File: src/rtl/probe_mem_arbiter.sv
// probe_mem_arbiter: round-robin share of one memory-controller read port among NUM_REQ probe requesters, with credit-limited outstanding reads and flush/drain done
//   clk, rst (sync, active-high)
//   rq_vld/rq_addr/rq_rdy             : per-requester request handshake
//   mc_rq_vld/mc_rq_addr/mc_rq_src    : registered request to controller, held while mc_rq_stall
//   mc_rs_vld/mc_rs_src -> rs_vld     : registered one-hot response routing
//   flush -> done                     : RUN -> DRAIN -> DONE once all issued reads are answered
//   outstanding                       : in-flight count, saturating at 0
//   err (only with PROBE_ARB_ERR_CHECK_EN): sticky flag for spurious or out-of-range responses
module probe_mem_arbiter #(
  parameter int NUM_REQ = 2,
  parameter int ADDR_W  = 48,
  parameter int SRC_W   = 3,
  parameter int MAX_OUT = 64,
  parameter int CNT_W   = 7
) (
  input  logic                      clk,
  input  logic                      rst,
  input  logic [NUM_REQ-1:0]        rq_vld,
  input  logic [NUM_REQ*ADDR_W-1:0] rq_addr,
  output logic [NUM_REQ-1:0]        rq_rdy,
  output logic                      mc_rq_vld,
  output logic [ADDR_W-1:0]         mc_rq_addr,
  output logic [SRC_W-1:0]          mc_rq_src,
  input  logic                      mc_rq_stall,
  input  logic                      mc_rs_vld,
  input  logic [SRC_W-1:0]          mc_rs_src,
  output logic [NUM_REQ-1:0]        rs_vld,
  input  logic                      flush,
  output logic [CNT_W-1:0]          outstanding,
  output logic                      done
`ifdef PROBE_ARB_ERR_CHECK_EN
  ,
  output logic                      err
`endif
);
  typedef enum logic [1:0] {S_RUN, S_DRAIN, S_DONE} state_t;
  state_t state, state_nxt;
  logic [SRC_W-1:0] ptr, gnt;
  logic gnt_vld, accept;
  logic [CNT_W-1:0] out_nxt;
  // first valid requester at or after the pointer, wrapping
  always_comb begin
    gnt = '0;
    gnt_vld = 1'b0;
    for (int i = 0; i < NUM_REQ; i++)
      if (!gnt_vld && rq_vld[(int'(ptr) + i) % NUM_REQ]) begin
        gnt_vld = 1'b1;
        gnt = SRC_W'((int'(ptr) + i) % NUM_REQ);
      end
  end
  always_comb begin
    accept = gnt_vld && state == S_RUN && !mc_rq_stall && outstanding < CNT_W'(MAX_OUT) && !rst;
    rq_rdy = accept ? NUM_REQ'(1) << gnt : '0;
    // a response with nothing in flight cannot underflow the counter
    out_nxt = (accept && !mc_rs_vld) ? outstanding + CNT_W'(1) :
              (!accept && mc_rs_vld && outstanding != '0) ? outstanding - CNT_W'(1) : outstanding;
    state_nxt = (state == S_RUN && flush) ? S_DRAIN :
                (state == S_DRAIN && outstanding == '0 && !mc_rq_vld) ? S_DONE : state;
  end
  assign done = state == S_DONE;
  always_ff @(posedge clk)
    if (rst) begin
      state       <= S_RUN;
      ptr         <= '0;
      outstanding <= '0;
      mc_rq_vld   <= 1'b0;
      mc_rq_addr  <= '0;
      mc_rq_src   <= '0;
      rs_vld      <= '0;
    end else begin
      state       <= state_nxt;
      outstanding <= out_nxt;
      // out-of-range sources shift out of the one-hot and are dropped
      rs_vld      <= mc_rs_vld ? NUM_REQ'(1) << mc_rs_src : '0;
      if (!mc_rq_stall) mc_rq_vld <= accept;
      if (accept) begin
        mc_rq_addr <= rq_addr[int'(gnt)*ADDR_W +: ADDR_W];
        mc_rq_src  <= gnt;
        ptr        <= (gnt == SRC_W'(NUM_REQ - 1)) ? '0 : gnt + SRC_W'(1);
      end
    end
`ifdef PROBE_ARB_ERR_CHECK_EN
  always_ff @(posedge clk)
    if (rst) err <= 1'b0;
    else if (mc_rs_vld && (outstanding == '0 || {1'b0, mc_rs_src} >= (SRC_W+1)'(NUM_REQ))) err <= 1'b1;
`endif
endmodule

File: config.mk
export PLATFORM = sky130hd
export DESIGN_NAME = probe_mem_arbiter
export DESIGN_NICKNAME = d
export VERILOG_FILES = /design/src/rtl/probe_mem_arbiter.sv
export SDC_FILE = /design/constraint.sdc
export NUM_CORES = 1
export LEC_CHECK = 0
export ABC_AREA = 1
export BUFFER_PORTS_ARGS = -buffer_cell sky130_fd_sc_hd__buf_4
export CAP_MARGIN = 20
export CORE_MARGIN = 2
export CORE_UTILIZATION = 46
export DETAILED_ROUTE_END_ITERATION = 6
export PLACE_DENSITY = 0.9
export SLEW_MARGIN = 10
export SYNTH_ARGS = -nofsm -noshare
export SYNTH_HDL_FRONTEND = slang
export SYNTH_SLANG_ARGS = --single-unit
File: constraint.sdc
create_clock -name clk -period 3.1 [get_ports clk]
set_clock_uncertainty 0.05 [all_clocks]
set_input_delay 0.62 -clock clk [delete_from_list [all_inputs] [get_ports clk]]
set_output_delay 0.62 -clock clk [all_outputs]
set_load 0.01 [all_outputs]
**Word level (Yosys, flattened, before mapping)**

Cells that the tools add are included.

- Magnitude comparators: 3
- Shift-type cells: 3
- Multiplexer cells: 15
- Bitwise logic cells: 2
- Reductions and logical operators: 24
- Equality and inequality tests: 3
- Add/sub/neg operators: 4
- Multiply operators: 1

Operator list:

| kind | number |
|---|---|
| 96-bit by 10-bit variable part select with 48-bit output | 1 |
| 7-bit two-way mux | 2 |
| 1-bit logical AND | 11 |
| 1-bit two-way mux | 11 |
| 7-bit by 1-bit adder with 7-bit output, second input constant | 1 |
| 7-bit zero test | 1 |
| 7-bit < comparator, second input constant | 1 |
| 7-bit nonzero test | 1 |
| 7-bit by 1-bit subtractor with 7-bit output, second input constant | 1 |
| 1-bit zero test | 6 |
| 1-bit by 3-bit << shifter with 2-bit output, first input constant | 2 |
| 3-bit by 2-bit multiplier with 5-bit output, second input constant | 1 |
| 2-bit nonzero test | 2 |
| 2-bit OR reduction | 2 |
| 3-bit by 1-bit == test with 1-bit output, second input constant | 1 |
| 2-bit by 3-bit < comparator with 1-bit output, second input constant | 1 |
| 3-bit two-way mux | 1 |
| 1-bit adder, second input constant | 2 |
| 2-bit by 1-bit == test with 1-bit output, second input constant | 1 |
| 2-bit == test, second input constant | 1 |
| 2-bit zero test | 1 |
| 1-bit by 2-bit < comparator with 1-bit output, second input constant | 1 |
| 2-bit two-way mux | 1 |
| 1-bit AND, first input constant | 1 |
| 1-bit NOT | 1 |

- Register bits after elaboration: 64
- Output and inout bits: 64

**Logic depth before layout (Yosys ltp)**

Gate-level depths: netlist of run 1.

- Word-level depth: 16
- Depth in mapped cells: 15

**Worst setup path before layout of run 1**

OpenSTA, ideal clock, no wires.

- Path type: input -> register
- From: in rst
- To: reg outstanding[4]
- Buffers on the path: 1
- Data arrival time: 2.132 ns
- Stages: 11
- Library setup time: 0.116 ns
- Slack: 0.802 ns
- Path through: buf_2 -> nor2_4 -> nand2_4 -> inv_1 -> nand2_1 -> fa_1 -> inv_1 -> o21ai_0 -> xor2_1 -> nor2_1 -> nor2_1

- Word-level cells in the longest chain between the ends: 6

RTL lines:

| element | line | source |
|---|---|---|
| start: declaration | 17 | `input logic rst,` |
| 1-bit zero test | 52 | `accept = gnt_vld && state == S_RUN && !mc_rq_stall && outstanding < CNT_W'(MAX_OUT) && !rst;` |
| 1-bit logical AND | 52 |  |
| 1-bit zero test | 56 | `(!accept && mc_rs_vld && outstanding != '0) ? outstanding - CNT_W'(1) : outstanding;` |
| 1-bit logical AND (2 in series) | 56 |  |
| 2-bit nonzero test (no source line) | - |  |
| end signal: assignment | 72 | `outstanding <= out_nxt;` |
| end: declaration | 29 | `output logic [CNT_W-1:0] outstanding,` |

Parallel ways exist; a longest one is shown, timed or not.
A chain may end at the register's enable or synchronous reset.

**Worst setup path after layout of run 1**

- From: in rq_vld[1]
- To: out rq_rdy[1]

- Word-level cells in the longest chain between the ends: 11

RTL lines:

| element | line | source |
|---|---|---|
| start: declaration | 18 | `input logic [NUM_REQ-1:0] rq_vld,` |
| 1-bit two-way mux (implied by the code) (2 in series) | 46 | `if (!gnt_vld && rq_vld[(int'(ptr) + i) % NUM_REQ]) begin` |
| 1-bit two-way mux | 46 |  |
| 1-bit zero test | 46 |  |
| 1-bit logical AND | 46 |  |
| 1-bit two-way mux | 46 |  |
| 1-bit logical AND (4 in series) | 52 |  |
| 2-bit two-way mux (*) | 53 | `rq_rdy = accept ? NUM_REQ'(1) << gnt : '0;` |
| end: declaration | 20 | `output logic [NUM_REQ-1:0] rq_rdy,` |

Every way passes the cells marked *; elsewhere a longest branch is shown, timed or not. The select of a mux whose other input is x is not followed.

==> key figures, run 1 <==
Run status
  – Status: finished clean

Synthesis
  – Async SR Flop Fraction: 0%
  – Mapped Avg Cell Area: 7.209 sq um
  – Post-synth EDFFs: 0
  – Synth Cell Area: ~2800 sq um
  – Sequential share of the synthesized area: 45.07%
  – Top post-synthesis cells by count: 163 x nand2_1, 62 x dfxtp_1, 48 x a31oi_1
  – Cell taking the most area after synthesis: dfxtp_1
  – Largest family of logic cells by synthesized area: simple AND/OR/NAND/NOR gates
  – Synth Warn #: 0
  – Area share of and/or/nand/nor cells after synthesis: 29.80%
  – Register bit total from synthesis: between 60 and 70
  – Synth Area in XOR/XNOR: 0.9541%
  – Post-synth cell types: 26
  – Mux cell area share after synthesis: 0%
  – Count leader, synth: nand2_1
  – Synth Area in Compound Gates: between 10 and 15%
  – Post-Synth Adder-Cell Area: 3.453%
  – Synth Flop Type: dfxtp_1
  – Mapped Cells: ~380
  – Synth area leaders: dfxtp_1 45%, nand2_1 22%, a31oi_1 11%
  – Post-synth top area share: 45.07%

Floorplanning
  – DIE WIDTH: 81.38 um
  – Core region area: 5851 sq um
  – Initial Util: between 40% and 50%
  – Die Y: between 80 and 90 um
  – Ports: between 150 and 200
  – Row count: 28
  – Die area: about 6600 sq um

Clock tree
  – Sink Count: slightly above 60
  – Clock-pin slew on the worst setup and hold paths: 0.06 ns
  – Root Buffer: clkbuf_8
  – CTS buffer count: 9
  – Clock latency on the worst-skew pair: between 0.3 and 0.4 ns
  – H-tree Lvls: 3
  – Hold Buf Count CTS: 0
  – Max Root-Sink Buffers: 2
  – Post-CTS setup buffers: 0
  – CTS tree: yes
  – Cts repair resizes: 0

Timing
  – Unrepaired setup endpoints after global routing: false
  – Final Hold Viols: 0
  – Hold_ws: between 0.4 and 0.5 ns
  – Fin crit period: roughly 2.4 ns
  – Setup TNS Final: 0 ns
  – Max Fclk: between 400 and 500 MHz
  – Crit share post-route: roughly three quarters
  – Worst setup margin: between 0.7 and 0.8 ns
  – Rel. slew slack: between 60% and 70%
  – Setup Viol. Count Final: 0
  – Slew Limit Fails: 0
  – Worst slew pin tran: 0.5818 ns

Global routing
  – Gr usage total: between 20 and 30%
  – Number of global-route vias before repair: slightly above 3000
  – First-pass GRT wire length: roughly 13 mm
  – Total grt overflow: 0
  – Largest net degree at the start of global routing: 54
  – Antenna violations before repair: 0

Layout
  – Design area: 4195 sq um
  – Fin util: a little under three quarters
  – Share of cells above drive strength 1: between 30% and 40%
  – Ant. Diodes: 0
  – Final Non-Filler Cells: 621
  – Layout Nets: between 600 and 700
  – Area growth syn-to-layout: 52.34%

Route
  – DRT Wirelength: between 8 and 9 mm
  – Drt initial violations: roughly 170
  – WL/cell: roughly 14 um
  – Final ANT Viol Nets: 0
  – TritonRoute pass-1 iters: 4
  – Drc violations: 0
  – DR vias: roughly 3200
  – DR vias/cell: about 5.2

Placed design
  – Placed cells: 606
  – Buffers on Ports: between 150 and 200
  – Pre-CTS WS: approximately 0.63 ns
  – Post-DP Area: slightly above 4000 sq um
  – RePlAce Congestion: 0.8528
  – Post-DP HPWL: around 5.9 mm

Worst setup path
  – Worst path cell trace: buf_4 > nor2_1 > nor2_2 > nand2_4 > buf_4 > nor2_4 > buf_4
  – CP max stage delay: approximately 0.48 ns
  – Worst Path Max Fanout: 53
  – Crit path kind: primary input to primary output
  – CP max-delay cell: buf_4
  – Worst path required time: between 2 and 2.5 ns
  – CP delay by family, top: buffers and inverters
  – CP dominant cell by count: buf_4
  – CP Buf/Inv Count: 3
  – Reg-to-Reg Start: outstanding[6]
  – CP startpoint kind: primary input
  – CP endpoint kind: primary output
  – WP data arrival: approximately 1.7 ns
  – Worst setup startpoint: rq_vld[1]

Power and ir drop
  – Overall power: about 2.5 mW
  – Power per cell area: around 600 nW/um^2
  – Worst VDD drop: roughly 0.40 mV
  – Pleak: approximately 1.9 nW

Hold path
  – Hold WC Path Type: primary input to register
  – Worst Min Path Start: mc_rs_src[0]

Run
  – Max cap viols: 0
where the power goes:
group / internal [mW] / switching (mW) / leakage [nW]
combinational: 0.415 / 0.503 / 1.31
sequential: 0.897 / 0.0930 / 0.505
clock: 0.329 / 0.280 / 0.0865
total: 1.64 / 0.875 / 1.91
state kept, by name, indices dropped and copies added, names as in the netlist:
| signal | count |
|---|---|
| mc_rq_vld | 1 |
| mc_rq_addr | 48 |
| mc_rq_src | 1 |
| rs_vld | 2 |
| outstanding | 7 |
| ptr | 1 |
| state | 2 |
metal layers:
layer	up-vias	share of wire [%]	wire, um	track usage (%)
li1	1565	-	-	-
met1	1470	40	3348	28.13
met2	149	50	4202	44.75
met3	21	8.4	707	5.778
met4	0	2.4	203	13.22
met5	-	0	0	0
layout by cell type, fill, tap and decap left out:
cell type  instances
nand2_1          163
clkbuf_8          11
nor2_2             1
nor2_4             3
fa_1               1
nand4_1            2
a21oi_1            7
nor3b_1            1
conb_1             2
nand3_1            8
ha_1               6
buf_4            171
nand2_2            1
o21ai_0            9
dfxtp_1           62
clkinv_2           1
nand2_4            1
xor2_1             3
clkbuf_1           3
inv_2              3
a211oi_1           1
inv_1             16
nand3b_1           1
a31oi_1           48
nor2_1            17
nor3_1             4
final timing paths:
path                    endpoint  slack, ns  depth (start not counted)
setup / recovery       rq_rdy[1]       0.73                          7
hold / removal         rs_vld[0]       0.41                          2
setup reg to reg  outstanding[6]       0.91                         12
hold reg to reg   mc_rq_addr[43]       0.44                          2
cell type report:
class	instances	area (sq um)
multi-input combinational	279	1338
tap	75	93.84
inverter	19	71.32
timing repair buffer	171	1284
sequential	62	1241
clock inverter	1	5.005
clock buffer	14	162.7
fill	469	1655
kinds of logic after synthesis:
group / count (synthesis)
AO/OA/AOI/OAI: 65
XOR/XNOR: 3
other: 1
buffers and inverters: 42
flip-flops: 62
adder cells (fa/ha/maj): 7
AND/OR/NAND/NOR: 202
(Power assumes the default switching activity.)
==> inputs of run 2 (changes only) <==
--- a/config.mk
+++ b/config.mk
@@ -9,9 +9,9 @@
 export BUFFER_PORTS_ARGS = -buffer_cell sky130_fd_sc_hd__buf_4
 export CAP_MARGIN = 20
 export CORE_MARGIN = 2
-export CORE_UTILIZATION = 46
+export CORE_UTILIZATION = 43
 export DETAILED_ROUTE_END_ITERATION = 6
-export PLACE_DENSITY = 0.9
+export PLACE_DENSITY = 0.85
 export SLEW_MARGIN = 10
 export SYNTH_ARGS = -nofsm -noshare
 export SYNTH_HDL_FRONTEND = slang
==> constraint.sdc (replaced) <==
create_clock -name clk -period 2.24 [get_ports clk]
set_clock_uncertainty 0.05 [all_clocks]
set_input_delay 0.448 -clock clk [delete_from_list [all_inputs] [get_ports clk]]
set_output_delay 0.448 -clock clk [all_outputs]
set_load 0.01 [all_outputs]
==> run 2 against run 1 <==
Die area increased by 6.6%. Sequential cell count unchanged. Total power increased by 39%. Sequential power increased by 37%. Critical path depth unchanged. Critical path type is now register to primary output. Largest power group unchanged.
==> key figures, run 2 (synthesized netlist as in run 1, its figures left out) <==
Floorplanning
  – Initial Util: 43.87%
  – Ports: 170
  – Die area: slightly above 7000 sq um
  – Core region area: about 6300 sq um
  – DIE WIDTH: ~84 um
  – Row count: 29
  – Die Y: around 84 um

Clock tree
  – Clock latency on the worst-skew pair: 0.33 ns
  – H-tree Lvls: 3
  – CTS buffer count: 9
  – CTS tree: yes
  – Post-CTS setup buffers: 0
  – Clock-pin slew on the worst setup and hold paths: roughly 0.070 ns
  – Max Root-Sink Buffers: 2
  – Root Buffer: clkbuf_8
  – Sink Count: 62

Placed design
  – RePlAce Congestion: between 0.9 and 1
  – Pre-CTS WS: -0.07299 ns
  – Post-DP HPWL: approximately 6 mm
  – Placed cells: 610
  – Buffers on Ports: around 170

Layout
  – # fillers: 532
  – Area growth syn-to-layout: 54.48%
  – Share of cells above drive strength 1: a little over a third
  – Fin util: 67.77%
  – Commonest non-fill, non-tap cells in the layout: 171 x buf_4, 162 x nand2_1, 62 x dfxtp_1, 48 x a31oi_1, 17 x nor2_1
  – Ant. Diodes: 0
  – Layout Nets: ~660
  – Final Non-Filler Cells: 625
  – Biggest register: mc_rq_addr
  – Largest register FFs: 48
  – Top flop regs: mc_rq_addr (48), outstanding (7)
  – Commonest non-fill, non-tap cell in the layout: buf_4

Timing
  – Crit share post-route: 92.59%
  – Setup TNS Final: 0 ns
  – Fin crit period: 2.074 ns
  – Hold_ws: roughly 0.23 ns
  – Rel. slew slack: 62.41%
  – Setup Viol. Count Final: 0
  – Slew Limit Fails: 0
  – Max Fclk: between 400 and 500 MHz
  – Worst setup margin: around 0.17 ns
  – Final Hold Viols: 0
  – Unrepaired setup endpoints after global routing: false
  – Worst slew pin tran: approximately 0.56 ns

Worst setup path
  – Worst path cell trace: inv_1 > nand2_1 > nor2_4 > nand2_4 > buf_6 > nor2_4 > buf_4
  – Worst R2R Path Depth: 12
  – WP data arrival: roughly 1.6 ns
  – CP max-delay cell: dfxtp_1
  – Reg2reg end: outstanding[4]
  – CP endpoint kind: primary output
  – CP max stage delay: roughly 0.32 ns
  – Crit path kind: register to primary output
  – CP dominant cell by count: nor2_4
  – Reg-to-Reg Start: outstanding[6]
  – R2R Setup Slk: about 0.21 ns
  – Worst Path Max Fanout: 53
  – CP startpoint kind: register
  – Worst path required time: ~1.7 ns

Global routing
  – Total grt overflow: 0
  – Gr usage total: a little under a quarter
  – Largest net degree at the start of global routing: 54
  – First-pass GRT wire length: approximately 13 mm
  – Antenna violations before repair: 0
  – Number of global-route vias before repair: 3059

Route
  – Drt initial violations: 126
  – Final ANT Viol Nets: 0
  – DR vias: 3167
  – WL/cell: approximately 14 um
  – DRT Wirelength: approximately 8.5 mm
  – Drc violations: 0
  – DR vias/cell: about 5
  – TritonRoute pass-1 iters: 4

Hold path
  – Worst Hold Path EP: rs_vld[1]
  – Hold Crit Depth: 2
  – Hold WC Path Type: primary input to register
  – Worst Min Path Start: mc_rs_src[2]

Power and ir drop
  – Pleak: between 1.5 and 2 nW
  – Worst VDD drop: 0.5129 mV
  – Power per cell area: slightly above 800 nW/um^2

Run
  – Max cap viols: 0

Run status
  – Status: finished clean
run 2: how the worst max path moves through the flow:
stage / from / to / slack [ns] / cells after the start
CTS: outstanding[6] / rq_rdy[0] / 0.02 / 7
detailed placement: mc_rq_stall / outstanding[4] / -0.07 / 13
finish: outstanding[6] / rq_rdy[0] / 0.17 / 7
floorplan: rst / outstanding[4] / 0.11 / 11
global placement: mc_rq_stall / outstanding[4] / 0.03 / 13
global route: outstanding[6] / outstanding[4] / 0.008 / 12
run 2: repair_timing:
action / 4_1_cts / 5_1_grt
hold endpoints to repair: 0 / 0
gates resized for setup: 0 / 5
endpoints found under the setup margin: 0 / 5
hold buffers: 0 / 0
run 2: final cells by class:
class	instances	area, sq um	area share [%]
Clock buffer	11	151.4	3.559
Clock inverter	4	22.52	0.5294
Inverter	19	71.32	1.676
Multi-Input combinational cell	279	1356	31.88
Sequential cell	62	1241	29.18
Tap cell	77	96.34	2.265
Timing Repair Buffer	173	1315	30.91
run 2: routing by layer:
metal / vias to the layer above / wire length [um] / GRT usage (%)
met3: 17 / 585 / 5.539
li1: 1569 / - / -
met4: 0 / 180 / 11.29
met1: 1442 / 3431 / 25.79
met2: 139 / 4256 / 41.41
met5: - / 0 / 0
run 2: worst max-delay path, delay by kind of cell (launching register included):
kind,cells,cell delay [ns]
and+or+nand+nor,4,0.46
buffers and inverters,3,0.47
DFF,1,0.32
run 2: power breakdown:
group | switching [mW] | total [mW] | internal [mW] | leakage [nW]
clock | 0.419 | 0.869 | 0.450 | 0.0910
combinational | 0.673 | 1.27 | 0.597 | 1.33
sequential | 0.123 | 1.36 | 1.24 | 0.505
total | 1.21 | 3.50 | 2.29 | 1.93
run 2: through the flow:
stage / total power [mW] / area [sq um]
after global routing: 3.733 / 4254
final: 3.502 / 4254
after CTS: 3.495 / 4232
after detailed placement: 2.613 / 4058
after floorplan: 2.098 / 2758
after global placement: 2.574 / 4058
